<file path="config.mk">
export PLATFORM = sky130hd
export DESIGN_NAME = win_detector_fsm
export DESIGN_NICKNAME = d
export VERILOG_FILES = /design/src/rtl/win_detector_fsm.sv
export SDC_FILE = /design/constraint.sdc
export NUM_CORES = 1
export LEC_CHECK = 0
export CELL_PAD_IN_SITES_DETAIL_PLACEMENT = 1
export CELL_PAD_IN_SITES_GLOBAL_PLACEMENT = 1
export CORE_ASPECT_RATIO = 1.4
export CORE_UTILIZATION = 45
export DETAILED_ROUTE_END_ITERATION = 10
export PLACE_DENSITY = 0.86
export SETUP_SLACK_MARGIN = 0.02
export SYNTH_ARGS = -nofsm -noshare
export SYNTH_HDL_FRONTEND = slang
export SYNTH_SLANG_ARGS = --single-unit
</file>
<file path="constraint.sdc">
create_clock -name clk -period 6.8 [get_ports clk]
set_clock_uncertainty 0.05 [all_clocks]
set_input_delay 0.68 -clock clk [delete_from_list [all_inputs] [get_ports clk]]
set_output_delay 0.68 -clock clk [all_outputs]
set_load 0.1 [all_outputs]
</file>
<file path="src/rtl/win_detector_fsm.sv">
// rtl/win_detector_fsm.sv - slot screen win classifier with buzzer timer and saturating score
// Define WIN_MIRROR_EN to enable the mirror pattern (win_code 3).
module win_detector_fsm #(
   parameter int NUM_CELLS   = 8,
   parameter int CELL_BITS   = 4,
   parameter int BUZZ_CYCLES = 50000000,
   parameter int SCORE_WIDTH = 8
) (
   input  logic                           clk,
   input  logic                           reset,
   input  logic [NUM_CELLS*CELL_BITS-1:0] screen,
   input  logic                           stop,
   input  logic                           clear,
   output logic                           buzz,
   output logic                           win,
   output logic [1:0]                     win_code,
   output logic [SCORE_WIDTH-1:0]         score
);
   localparam int SCREEN_W = NUM_CELLS * CELL_BITS;
   localparam int CNT_W    = (BUZZ_CYCLES > 1) ? $clog2(BUZZ_CYCLES) : 1;
   localparam logic [CNT_W-1:0] CNT_LOAD = CNT_W'(BUZZ_CYCLES - 1);
   localparam logic [SCORE_WIDTH-1:0] SCORE_MAX = {SCORE_WIDTH{1'b1}};

   typedef enum logic [1:0] {
      IDLE = 2'd0,
      EVAL = 2'd1,
      BUZZ = 2'd2
   } state_t;

   state_t                 state, state_nx;
   logic [SCREEN_W-1:0]    sample, sample_nx;
   logic [CNT_W-1:0]       cnt, cnt_nx;
   logic                   buzz_nx, win_nx;
   logic [1:0]             win_code_nx, code;
   logic [SCORE_WIDTH-1:0] score_nx;
   logic                   all_equal, alternating, mirror;

   // Pattern classification of the captured screen, highest priority first.
   always_comb begin
      all_equal   = 1'b1;
      alternating = (sample[0 +: CELL_BITS] != sample[CELL_BITS +: CELL_BITS]);
      mirror      = 1'b0;
      for (int i = 0; i < NUM_CELLS; i++) begin
         if (sample[i*CELL_BITS +: CELL_BITS] != sample[0 +: CELL_BITS])
            all_equal = 1'b0;
         if (sample[i*CELL_BITS +: CELL_BITS] != sample[(i%2)*CELL_BITS +: CELL_BITS])
            alternating = 1'b0;
      end
`ifdef WIN_MIRROR_EN
      mirror = 1'b1;
      for (int i = 0; i < NUM_CELLS; i++) begin
         if (sample[i*CELL_BITS +: CELL_BITS] != sample[(NUM_CELLS-1-i)*CELL_BITS +: CELL_BITS])
            mirror = 1'b0;
      end
`endif
      if (all_equal)
         code = 2'd1;
      else if (alternating)
         code = 2'd2;
      else if (mirror)
         code = 2'd3;
      else
         code = 2'd0;
   end

   always_comb begin
      state_nx    = state;
      sample_nx   = sample;
      cnt_nx      = cnt;
      buzz_nx     = buzz;
      win_nx      = 1'b0;
      win_code_nx = win_code;
      score_nx    = score;
      if (clear) begin
         state_nx    = IDLE;
         cnt_nx      = '0;
         buzz_nx     = 1'b0;
         win_code_nx = 2'd0;
         score_nx    = '0;
      end else begin
         case (state)
            IDLE: begin
               if (stop) begin
                  sample_nx = screen;
                  state_nx  = EVAL;
               end
            end
            EVAL: begin
               win_code_nx = code;
               if (code != 2'd0) begin
                  win_nx   = 1'b1;
                  buzz_nx  = 1'b1;
                  cnt_nx   = CNT_LOAD;
                  state_nx = BUZZ;
                  if (score != SCORE_MAX)
                     score_nx = score + 1'b1;
               end else begin
                  state_nx = IDLE;
               end
            end
            BUZZ: begin
               // Loaded with BUZZ_CYCLES-1 so buzz spans exactly BUZZ_CYCLES cycles.
               if (cnt == '0) begin
                  buzz_nx  = 1'b0;
                  state_nx = IDLE;
               end else begin
                  cnt_nx = cnt - 1'b1;
               end
            end
            default: state_nx = IDLE;
         endcase
      end
   end

   always_ff @(posedge clk or posedge reset) begin
      if (reset) begin
         state    <= IDLE;
         sample   <= '0;
         cnt      <= '0;
         buzz     <= 1'b0;
         win      <= 1'b0;
         win_code <= 2'd0;
         score    <= '0;
      end else begin
         state    <= state_nx;
         sample   <= sample_nx;
         cnt      <= cnt_nx;
         buzz     <= buzz_nx;
         win      <= win_nx;
         win_code <= win_code_nx;
         score    <= score_nx;
      end
   end
endmodule
</file>
=== Yosys cells after proc, flatten, opt, wreduce, memory -nomap -nowiden ===
Index checks and enable logic that the tools add are counted.

* Add/sub/neg operators: 2
* $mul: 0
* Div/mod/pow operators: 0
* Magnitude comparators: 0
* Equal/unequal tests: 18
* Shift operators: 0
* Muxes and demuxes: 37
* Bitwise operators: 1
* Reduce and logical (&&, ||, !) cells: 12

{| class="wikitable"
|+ Operators with widths
! operator !! count
|-
| $mux W26 || 3
|-
| $pmux W26 S2 || 1
|-
| $ne A4 B4 Y1 || 11
|-
| $mux W8 || 4
|-
| $logic_not A26 Y1 || 1
|-
| $sub A26 B1 Y26 const B || 1
|-
| $mux W1 || 19
|-
| $mux W2 || 8
|-
| $ne A3 B3 Y1 const B || 4
|-
| $reduce_and A3 Y1 || 4
|-
| $add A8 B1 Y8 const B || 1
|-
| $ne A8 B8 Y1 const B || 1
|-
| $reduce_bool A2 Y1 || 4
|-
| $pmux W2 S3 || 1
|-
| $reduce_bool A3 Y1 || 1
|-
| $eq A2 B1 Y1 const B || 1
|-
| $eq A2 B2 Y1 const B || 1
|-
| $logic_not A2 Y1 || 1
|-
| $pmux W1 S2 || 1
|-
| $reduce_and A2 Y1 || 1
|-
| $not A1 Y1 || 1
|}

* Register bits: 72
* Latch bits: 0
* RAM bits: 0
* ROM bits: 0
* Logic and storage cells: 77
* Memories kept: 0

=== Logic depth before layout (Yosys ltp) ===
Gate-level depths: netlist of run 1.

* Depth after elaboration: 13
* Mapped depth: 9
* Gate-level depth less buffers: 8

=== Worst setup path after synthesis of run 1 ===
OpenSTA, ideal clock, no wires.

* Kind: input port to flip-flop
* Start point: input clear
* End point: register sample[10]
* Setup time: 125 ps
* Arrival: 2351 ps
* Slack: 4274 ps
* Stages on the path: 4
* Cell sequence: clkbuf_1 -> nor4b_1 -> clkbuf_1 -> mux2_2

* Word-level cells in the longest chain between the ends: 2

{| class="wikitable"
|+ RTL lines
! element !! RTL line !! text
|-
| from (decl) || 13 || <nowiki>input logic clear,</nowiki>
|-
| $not A1 Y1 (no source line) || -- ||
|-
| $reduce_and A3 Y1 (no source line) || -- ||
|-
| to (signal assigned) || 126 || <nowiki>sample <= sample_nx;</nowiki>
|-
| to (decl) || 31 || <nowiki>logic [SCREEN_W-1:0] sample, sample_nx;</nowiki>
|}

No other way between the ends.
A chain may end at the register's enable or synchronous reset.

=== Final worst setup path of run 1 ===
* Start point: register cnt[18]
* End point: register cnt[10]

* Word-level cells in the longest chain between the ends: 3

{| class="wikitable"
|+ RTL lines
! element !! RTL line !! text
|-
| from (decl) || 32 || <nowiki>logic [CNT_W-1:0] cnt, cnt_nx;</nowiki>
|-
| from (signal assigned) || 127 || <nowiki>cnt <= cnt_nx;</nowiki>
|-
| $logic_not A26 Y1 || 103 || <nowiki>if (cnt == '0) begin</nowiki>
|-
| $ne A3 B3 Y1 (no source line) || -- ||
|-
| $reduce_and A3 Y1 (no source line) || -- ||
|}

No other way between the ends.

==> reports/results.tsv, run 1 <==
metric	value	unit
status	finished clean	
switching power	289	uW
row count	39	
total core area	8200	um2
Nets	447	
max_cap viols	0	
Post-Route WL	11500	um
clk slew on worst S/H paths	0.06	ns
GRT Total Usage	28.6	%
period utilization	45.3	%
Die ar.	8830	um2
antenna cells	0	
Final Max Slew Viols	0	
ys async rst share	100	%
total negative slack	0	ns
worst min path class	flop to flop	
syn nets	403	
CP Class	flop to flop	
initial core utilization	46.4	%
Post-Synthesis Cells	364	
WP buf/inv	0	
clk root buf	clkbuf_16	
Die X	79.7	um
Routed Antenna Nets	0	
post-CTS setup buffers	0	
hold_buf cts	0	
area share of the largest cell type after synthesis	47.4	%
vias per inst	6.63	
crit path time final	3.08	ns
Num CTS Buffers	9	
CTS H-Tree Depth	3	
First-pass DRT Iterations	4	
Final WS setup	3.72	ns
PortBufs	47	
sequential fraction of the synthesis area	47.4	%
cell family with most CP delay	simple AND/OR/NAND/NOR gates	
gpl congestion	0.829	
post-place setup slack	3.77	ns
Vias	3414	
switch share	25.3	%
Lkg Pwr	0.00195	uW
Synth Flop Type	dfrtp_1	
Seq pwr share	44.7	%
Worst slew margin	25.3	%
Crit. End Element	flop	
clk_lat worst skew	0.33	ns
DR WL/cell	22.4	um
Syn. warnings	0	
VDD IR max	0.190	mV
internal cell power	851	uW
Critical-path top delay cell	nor3_2	
crit-path cells	or4_4 -> nor4_4 -> a41oi_1 -> nor3_2 -> o311ai_1	
non-filler instance count after layout	515	
Residual DRC	0	
placed cell count	499	
clk buf depth	2	
Req. time, crit path	6.92	ns
share of layout cells above drive strength 1	15.3	%
first-pass GRT wire length	19300	um
IO Count	48	
die height	111	um
post-CTS resize count	0	
Post-synth top cells	dfrtp_1 (72), mux2_2 (31), nor2_1 (23)	
largest fanout on the critical path	13	
Worst Path Arrival	3.20	ns
number of synthesized flops with an enable pin	0	
vias in the first global route	3799	
final hold vios	0	
gr ovfl total	0	
CP max stage delay	0.99	ns
Synth area leader	dfrtp_1	
Hold Slack	0.456	ns
P per Cell Area	243	nW/um2
worst slew pin tran	1.11	ns
post-DP HPWL	7020	um
largest net degree at the start of global routing	73	
initial antenna violation count	0	
Seq cells post-synth	72	
Mean Syn Cell Area	10.4	um2
logic gate share of total power	10.8	%
Post-Syn Area	3800	um2
unrepaired setup endpoints after global routing	false	
unique cell type count in the Yosys netlist	60	
Setup-failing EPs final	0	
First DRT Iteration DRCs	216	
CTS tree	done	
most common cell in the netlist	dfrtp_1	
fill cell count	903	
f_max	325	MHz
Clock Sinks	72	
Synth area leaders	dfrtp_1 (47%), mux2_2 (9.2%), or4_1 (3.0%), nand4_1 (2.6%), a21oi_1 (2.4%)	
Startpoint Class	flop	
total power	1140	uW
Area Overhead vs Synth	23.1	%
Clock Power Share	44.4	%
## layout by cell type (no fill, tap or decap), types with 7 or more instances in the layout
master,count
clkbuf_16,9
dfrtp_1,72
or4_1,15
mux2_2,31
nor2_1,23
nor4_1,13
clkdlybuf4s50_1,47
inv_1,9
nand2_1,22
nor3_1,12
a21oi_1,18
nand4_1,16
a31oi_1,7
## sequential cells by signal, indices dropped and copies added (netlist names)
name and count:
state 2, sample 32, win_code 2, score 8, win 1, cnt 26, buzz 1
## cell type report
class	count	area (um2)	area share, %
clock buffers	10	229	4.89
clock inverters	6	83.8	1.79
inverters	10	37.5	0.802
multi-input cells	264	1900	40.6
flip-flops and latches	72	1800	38.5
well taps	102	128	2.73
repair buffers	51	500	10.7
## kinds of logic (layout without fill, tap and decap cells)
logic type      after synthesis  count (layout)  synth area share [%]
simple gates                140             140                  21.5
compound gates               84              84                  16.7
flops                        72              72                  47.4
mux                          33              33                  9.74
buf+inv                      28              77                  2.80
xor+xnor                      4               4                 0.921
fa+ha+maj                     3               3                 0.987
## layer usage
layer	wire [um]	global-route usage (%)	vias up
li1	-	-	1517
met1	4450	32.4	1751
met4	442	14.1	0
met5	0	0	-
met2	6140	49.1	106
met3	479	6.67	40
## stage by stage
stage | util (%) | instance area [um2]
after floorplan | - | 3800
after global placement | 53.3 | 4370
after detailed placement | 53.3 | 4370
after CTS | 57.1 | 4680
after global routing | 57.1 | 4680
final | 57.1 | 4680
## power by group through the flow
stage | combinational [uW] | clock [uW] | sequential [uW]
floorplan | 80.6 | 0 | 500
detailed placement | 120 | 0 | 514
global route | 135 | 533 | 516
CTS | 125 | 514 | 510
global placement | 114 | 0 | 509
finish | 124 | 507 | 510
## worst paths after layout
path                            startpoint          to  slack, ns  depth (start not counted)
worst max-delay path               cnt[18]     cnt[10]       3.72                          5
min in group asynchronous            reset   sample[5]       0.90                          3
worst max register to register     cnt[18]     cnt[10]       3.72                          5
max in group asynchronous            reset  sample[29]       5.17                          3
worst min-delay path               cnt[25]     cnt[25]       0.46                          1
worst min register to register     cnt[25]     cnt[25]       0.46                          1
(Power assumes the default switching activity.)
==> run 2, diff against run 1 <==
Settings changed: CORE_UTILIZATION 45 to 39, PLACE_DENSITY 0.86 to 0.79.
Clock period 6.8 ns to 2.6 ns, I/O delays scaled along.
==> run 2 against run 1 <==
Compared with the run above:
- clock-buffer cell count is the same
- worst setup slack lost 3.6 ns
- non-clock buffer count grew 33
- highest routed layer unchanged
==> reports/results.tsv, run 2 (synthesis results as in run 1) <==
metric	value	unit	change
Area Overhead vs Synth	32.8	%	
worst slew pin tran	0.720	ns	-0.394 ns
final hold vios	0		unchanged
VDD IR max	0.374	mV	+96%
Top Registers	sample: 32 flops, cnt: 26 flops, score: 8 flops		
most common cell after layout, fill and taps aside	dfrtp_1		
Nets	481		+7.6%
f_max	400	MHz	+23%
logic gate share of total power	12.9	%	+2.1 points
row count	42		+7.7%
IO Count	48		unchanged
worst min path class	input pin to async pin		
total core area	9460	um2	+15%
Final Max Slew Viols	0		unchanged
most frequent cells in the layout	dfrtp_1 (71), buf_4 (46), clkdlybuf4s50_1 (35)		
internal cell power	2300	uW	+170%
period utilization	96.1	%	+51 points
DR WL/cell	20.6	um	-7.8%
switching power	810	uW	+180%
PortBufs	47		unchanged
largest fanout on the critical path	5		-8
post-DP HPWL	8000	um	+14%
Reg with most FFs	sample		
switch share	26.1	%	+0.73 points
Clock Power Share	44.4	%	about the same
Post-Route WL	11500	um	-0.30%
GRT Total Usage	23.9	%	-4.7 points
crit path time final	2.50	ns	-0.583 ns
Startpoint Class	flop		
clk slew on worst S/H paths	0.06	ns	about the same
Reg2Reg Setup Slack	0.10	ns	-3.62 ns
hold_buf cts	0		unchanged
CP Class	flop to flop		
share of layout cells above drive strength 1	27.3	%	+12 points
gpl congestion	0.801		-3.3%
RR Startpoint	sample[0]		
Vias	3455		+1.2%
Worst Path Arrival	2.70	ns	-0.50 ns
CP max stage delay	0.53	ns	-0.46 ns
Crit path top cell by count	or4_1		
Routed Antenna Nets	0		unchanged
fill cell count	1016		+13%
Crit. End Element	flop		
CTS tree	done		
CTS H-Tree Depth	3		unchanged
P per Cell Area	615	nW/um2	+150%
Residual DRC	0		unchanged
clk_lat worst skew	0.35	ns	+0.02 ns
initial antenna violation count	0		unchanged
vias per inst	6.20		-6.4%
clk buf depth	2		unchanged
vias in the first global route	3737		-1.6%
clk root buf	clkbuf_16		
First-pass DRT Iterations	4		unchanged
Lkg Pwr	0.00216	uW	+11%
largest net degree at the start of global routing	36		-51%
gr ovfl total	0		unchanged
Hold Slack	0.279	ns	-0.177 ns
Seq pwr share	42.7	%	-2.0 points
antenna cells	0		unchanged
status	finished clean		
die height	119	um	+7.3%
Die ar.	10200	um2	+15%
FF-to-FF End	score[7]		
first-pass GRT wire length	18600	um	-3.7%
Reg2Reg Depth	6		+1
Num CTS Buffers	9		unchanged
Worst slew margin	51.9	%	+27 points
initial core utilization	40.2	%	-6.2 points
max FFs per register	32		unchanged
First DRT Iteration DRCs	146		-32%
total negative slack	0	ns	unchanged
Clock Sinks	72		unchanged
Setup-failing EPs final	0		unchanged
Critical-path top delay cell	or4_1		
Req. time, crit path	2.81	ns	-4.11 ns
Die X	85.5	um	+7.2%
max_cap viols	0		unchanged
crit-path cells	or4_1 -> a222oi_1 -> and3_4 -> o21ai_4 -> or4_1 -> a21oi_1		
==> run 2: cell count changes in the layout (fill, tap and decap cells not counted), sizes merged <==
cell / previous run / this run
buf: 4 / 49
clkinvlp: 0 / 2
clkinv: 4 / 2
o21ai: 8 / 9
clkdlybuf4s50: 47 / 35
==> run 2: worst max path at each step <==
stage	depth (start not counted)	to	slack [ns]	from
3_3_place_gp	6	cnt[10]	-0.006	cnt[11]
2_1_floorplan	6	score[5]	0.21	sample[0]
3_5_place_dp	6	cnt[10]	-0.07	cnt[11]
5_1_grt	6	score[3]	-0.007	sample[0]
6_report	6	score[7]	0.10	sample[0]
4_1_cts	6	score[5]	0.04	sample[0]
==> run 2: critical path: cells and delay by family (launching register included) <==
family          cells  cell delay (ns)
compound gates      3             0.60
simple gates        3             1.34
flops               1             0.42
==> run 2: power by group through the flow <==
stage	Clock [uW]	Combinational, uW	Sequential, uW
detailed placement	0	362	1350
floorplan	0	211	1310
global placement	0	344	1340
CTS	1400	381	1330
global route	1450	433	1340
finish	1380	400	1330
==> run 2: cell type report <==
class | count | area, um2 | area share [%]
Inverter | 10 | 37.5 | 0.743
Clock inverter | 6 | 92.6 | 1.83
Multi-Input combinational cell | 265 | 2000 | 39.5
Tap cell | 110 | 138 | 2.72
Timing Repair Buffer | 84 | 747 | 14.8
Sequential cell | 72 | 1800 | 35.7
Clock buffer | 10 | 239 | 4.73
==> run 2: stage by stage <==
stage	instance area [um2]	setup WS [ns]	utilization, %	std cells	total power, uW
5_1_grt	5050	-0.00700	53.4	557	3220
3_5_place_dp	4600	-0.0670	48.6	537	1710
3_3_place_gp	4600	-0.00586	48.6	537	1680
4_1_cts	4960	0.0437	52.5	554	3110
2_1_floorplan	3800	0.214	-	364	1520
6_report	5050	0.102	53.4	557	3110
==> run 2: repair_timing <==
action,in CTS,in global routing
setup endpoints to repair,21,16
resized for setup,5,12
setup buffers,1,2
gates cloned,0,1
pin swaps,1,4
==> run 2: per-layer routing <==
layer | share of wire (%) | track usage (%)
met5 | 0 | 0
met4 | 3.3 | 11.1
met3 | 2.7 | 4.92
met2 | 55 | 42.7
met1 | 39 | 26.8
==> run 3, diff against run 2 <==
Settings changed: CORE_MARGIN set to 5.
==> run 3 against run 2 <==
Compared with the run above:
- routed wire length shrank 1.6%
- critical endpoint is now score[5]
- total power is 4.6% lower
- flip-flop and latch count unchanged
- die area up 17%
- register-to-register slack worse by 0.03 ns
- via count decreased by 1.7%
- sequential share of layout area up 0.54 points
==> reports/results.tsv, run 3 (synthesis results as in run 1) <==
metric	value	unit	change
status	finished clean		
clk slew on worst S/H paths	0.06	ns	about the same
Post-Route WL	11300	um	-1.6%
f_max	396	MHz	-1.1%
max_cap viols	0		unchanged
Worst Path Arrival	2.69	ns	about the same
Req. time, crit path	2.77	ns	-0.04 ns
post-CTS setup buffers	0		-1
P per Cell Area	596	nW/um2	-3.1%
Seq pwr share	44.5	%	+1.8 points
crit path time final	2.52	ns	+0.0268 ns
Reg2Reg Depth	6		unchanged
most frequent cells in the layout	dfrtp_1 (72), buf_4 (42), clkdlybuf4s50_1 (35)		
Startpoint Class	flop		
PortBufs	47		unchanged
largest net degree at the start of global routing	35		-2.8%
GRT Total Usage	19.9	%	-4.0 points
CTS H-Tree Depth	3		unchanged
total core area	9510	um2	+0.56%
IO Count	48		unchanged
initial core utilization	40.0	%	-0.22 points
RR Startpoint	sample[0]		
CTS tree	done		
Top Registers	sample: 32 flops, cnt: 26 flops, score: 8 flops		
first-pass GRT wire length	18700	um	+0.26%
non-filler instance count after layout	573		+2.9%
logic gate share of total power	14.0	%	+1.1 points
vias in the first global route	3815		+2.1%
placed cell count	557		+3.7%
Worst slew margin	50.2	%	-1.7 points
fill cell count	1037		+2.1%
post-DP HPWL	8160	um	+2.0%
Area Overhead vs Synth	30.8	%	
Reg2Reg Setup Slack	0.08	ns	-0.03 ns
die height	127	um	+6.7%
initial antenna violation count	0		unchanged
antenna cells	0		unchanged
Die X	93.5	um	+9.4%
most common cell after layout, fill and taps aside	dfrtp_1		
clk_lat worst skew	0.34	ns	about the same
switching power	779	uW	-3.8%
period utilization	97.1	%	+1.0 points
unrepaired setup endpoints after global routing	true		
internal cell power	2180	uW	-4.9%
worst min path class	input pin to async pin		
Nets	475		-1.2%
CP Class	flop to flop		
Lkg Pwr	0.00211	uW	-2.1%
Vias	3397		-1.7%
First DRT Iteration DRCs	153		+4.8%
row count	42		unchanged
Clock Sinks	72		unchanged
Clock Power Share	41.5	%	-2.9 points
gpl congestion	0.792		-1.2%
FF-to-FF End	score[5]		
Final Max Slew Viols	0		unchanged
Final Core Density	52.3	%	-1.1 points
Num CTS Buffers	9		unchanged
clk buf depth	2		unchanged
worst slew pin tran	0.746	ns	+0.0264 ns
switch share	26.3	%	+0.23 points
hold_buf cts	0		unchanged
Reg with most FFs	sample		
largest fanout on the critical path	10		+5
max FFs per register	32		unchanged
clk root buf	clkbuf_16		
VDD IR max	0.380	mV	+1.7%
First-pass DRT Iterations	4		unchanged
Die ar.	11900	um2	+17%
gr ovfl total	0		unchanged
Routed Antenna Nets	0		unchanged
Residual DRC	0		unchanged
share of layout cells above drive strength 1	24.9	%	-2.3 points
DR WL/cell	19.7	um	-4.4%
Crit. End Element	flop		
final hold vios	0		unchanged
Setup-failing EPs final	0		unchanged
vias per inst	5.93		-4.4%
## run 3: changes by cell type in the layout (fill, tap and decap cells not counted), sizes merged
| cell | before | now |
|---|---|---|
| buf | 49 | 44 |
| clkinv | 2 | 4 |
| bufinv | 2 | 1 |
| clkbuf | 10 | 9 |
| o21ai | 9 | 8 |
## run 3: worst max-delay path by stage
stage              start       end  depth (start not counted)
6_report       sample[0]  score[5]                          6
5_1_grt        sample[0]  score[5]                          6
4_1_cts        sample[0]  score[6]                          6
3_5_place_dp   sample[0]  score[5]                          6
3_3_place_gp   sample[0]  score[5]                          6
2_1_floorplan  sample[0]  score[5]                          6
## run 3: layer usage
metal / wire, um / part of all wire, % / GRT usage (%) / vias up
met1: 4330 / 38 / 21.3 / 1717
met3: 363 / 3.2 / 3.61 / 30
met2: 6230 / 55 / 36.6 / 82
met5: 0 / 0 / 0 / -
li1: - / - / - / 1568
met4: 369 / 3.3 / 10.1 / 0
## run 3: stage by stage
| step | total power, uW | setup TNS [ns] | hold WS [ns] | cell area (um2) | setup slack (ns) |
|---|---|---|---|---|---|
| 2_1_floorplan | 1520 | 0 | 0.327 | 3800 | 0.214 |
| 3_3_place_gp | 1700 | 0 | 0.434 | 4610 | 0.0812 |
| 3_5_place_dp | 1730 | -0.0629 | 0.453 | 4610 | -0.0629 |
| 4_1_cts | 2980 | 0 | 0.357 | 4930 | 0.0326 |
| 5_1_grt | 3090 | 0 | 0.413 | 4970 | 0.00309 |
| 6_report | 2960 | 0 | 0.328 | 4970 | 0.0752 |
## run 3: timing repair
item,in CTS,in global routing
pin swaps,1,0
resized for setup,3,7
endpoints found under the setup margin,2,15
## run 3: layout make-up
cell class                 instances  area, um2  area share, %
clock buffer                       9        225           4.53
clock inverter                     7       72.6           1.46
inverter                          10       37.5          0.755
multi-input combinational        264       1970           39.5
sequential                        72       1800           36.2
tap                              132        165           3.32
timing repair buffer              79        706           14.2
## run 3: power by group through the flow
| stage | logic, uW | registers, uW | clock network [uW] |
|---|---|---|---|
| global placement | 378 | 1330 | 0 |
| CTS | 402 | 1320 | 1260 |
| detailed placement | 394 | 1330 | 0 |
| floorplan | 211 | 1310 | 0 |
| global route | 453 | 1330 | 1310 |
| finish | 416 | 1320 | 1230 |
## run 3: critical path, stage by stage, from the launching register on
cell and delay, ns:
dfrtp_1 0.40, or4_1 0.53, a222oi_1 0.36, and3_4 0.27, o21ai_4 0.11, nor4_4 0.32, mux2_1 0.35
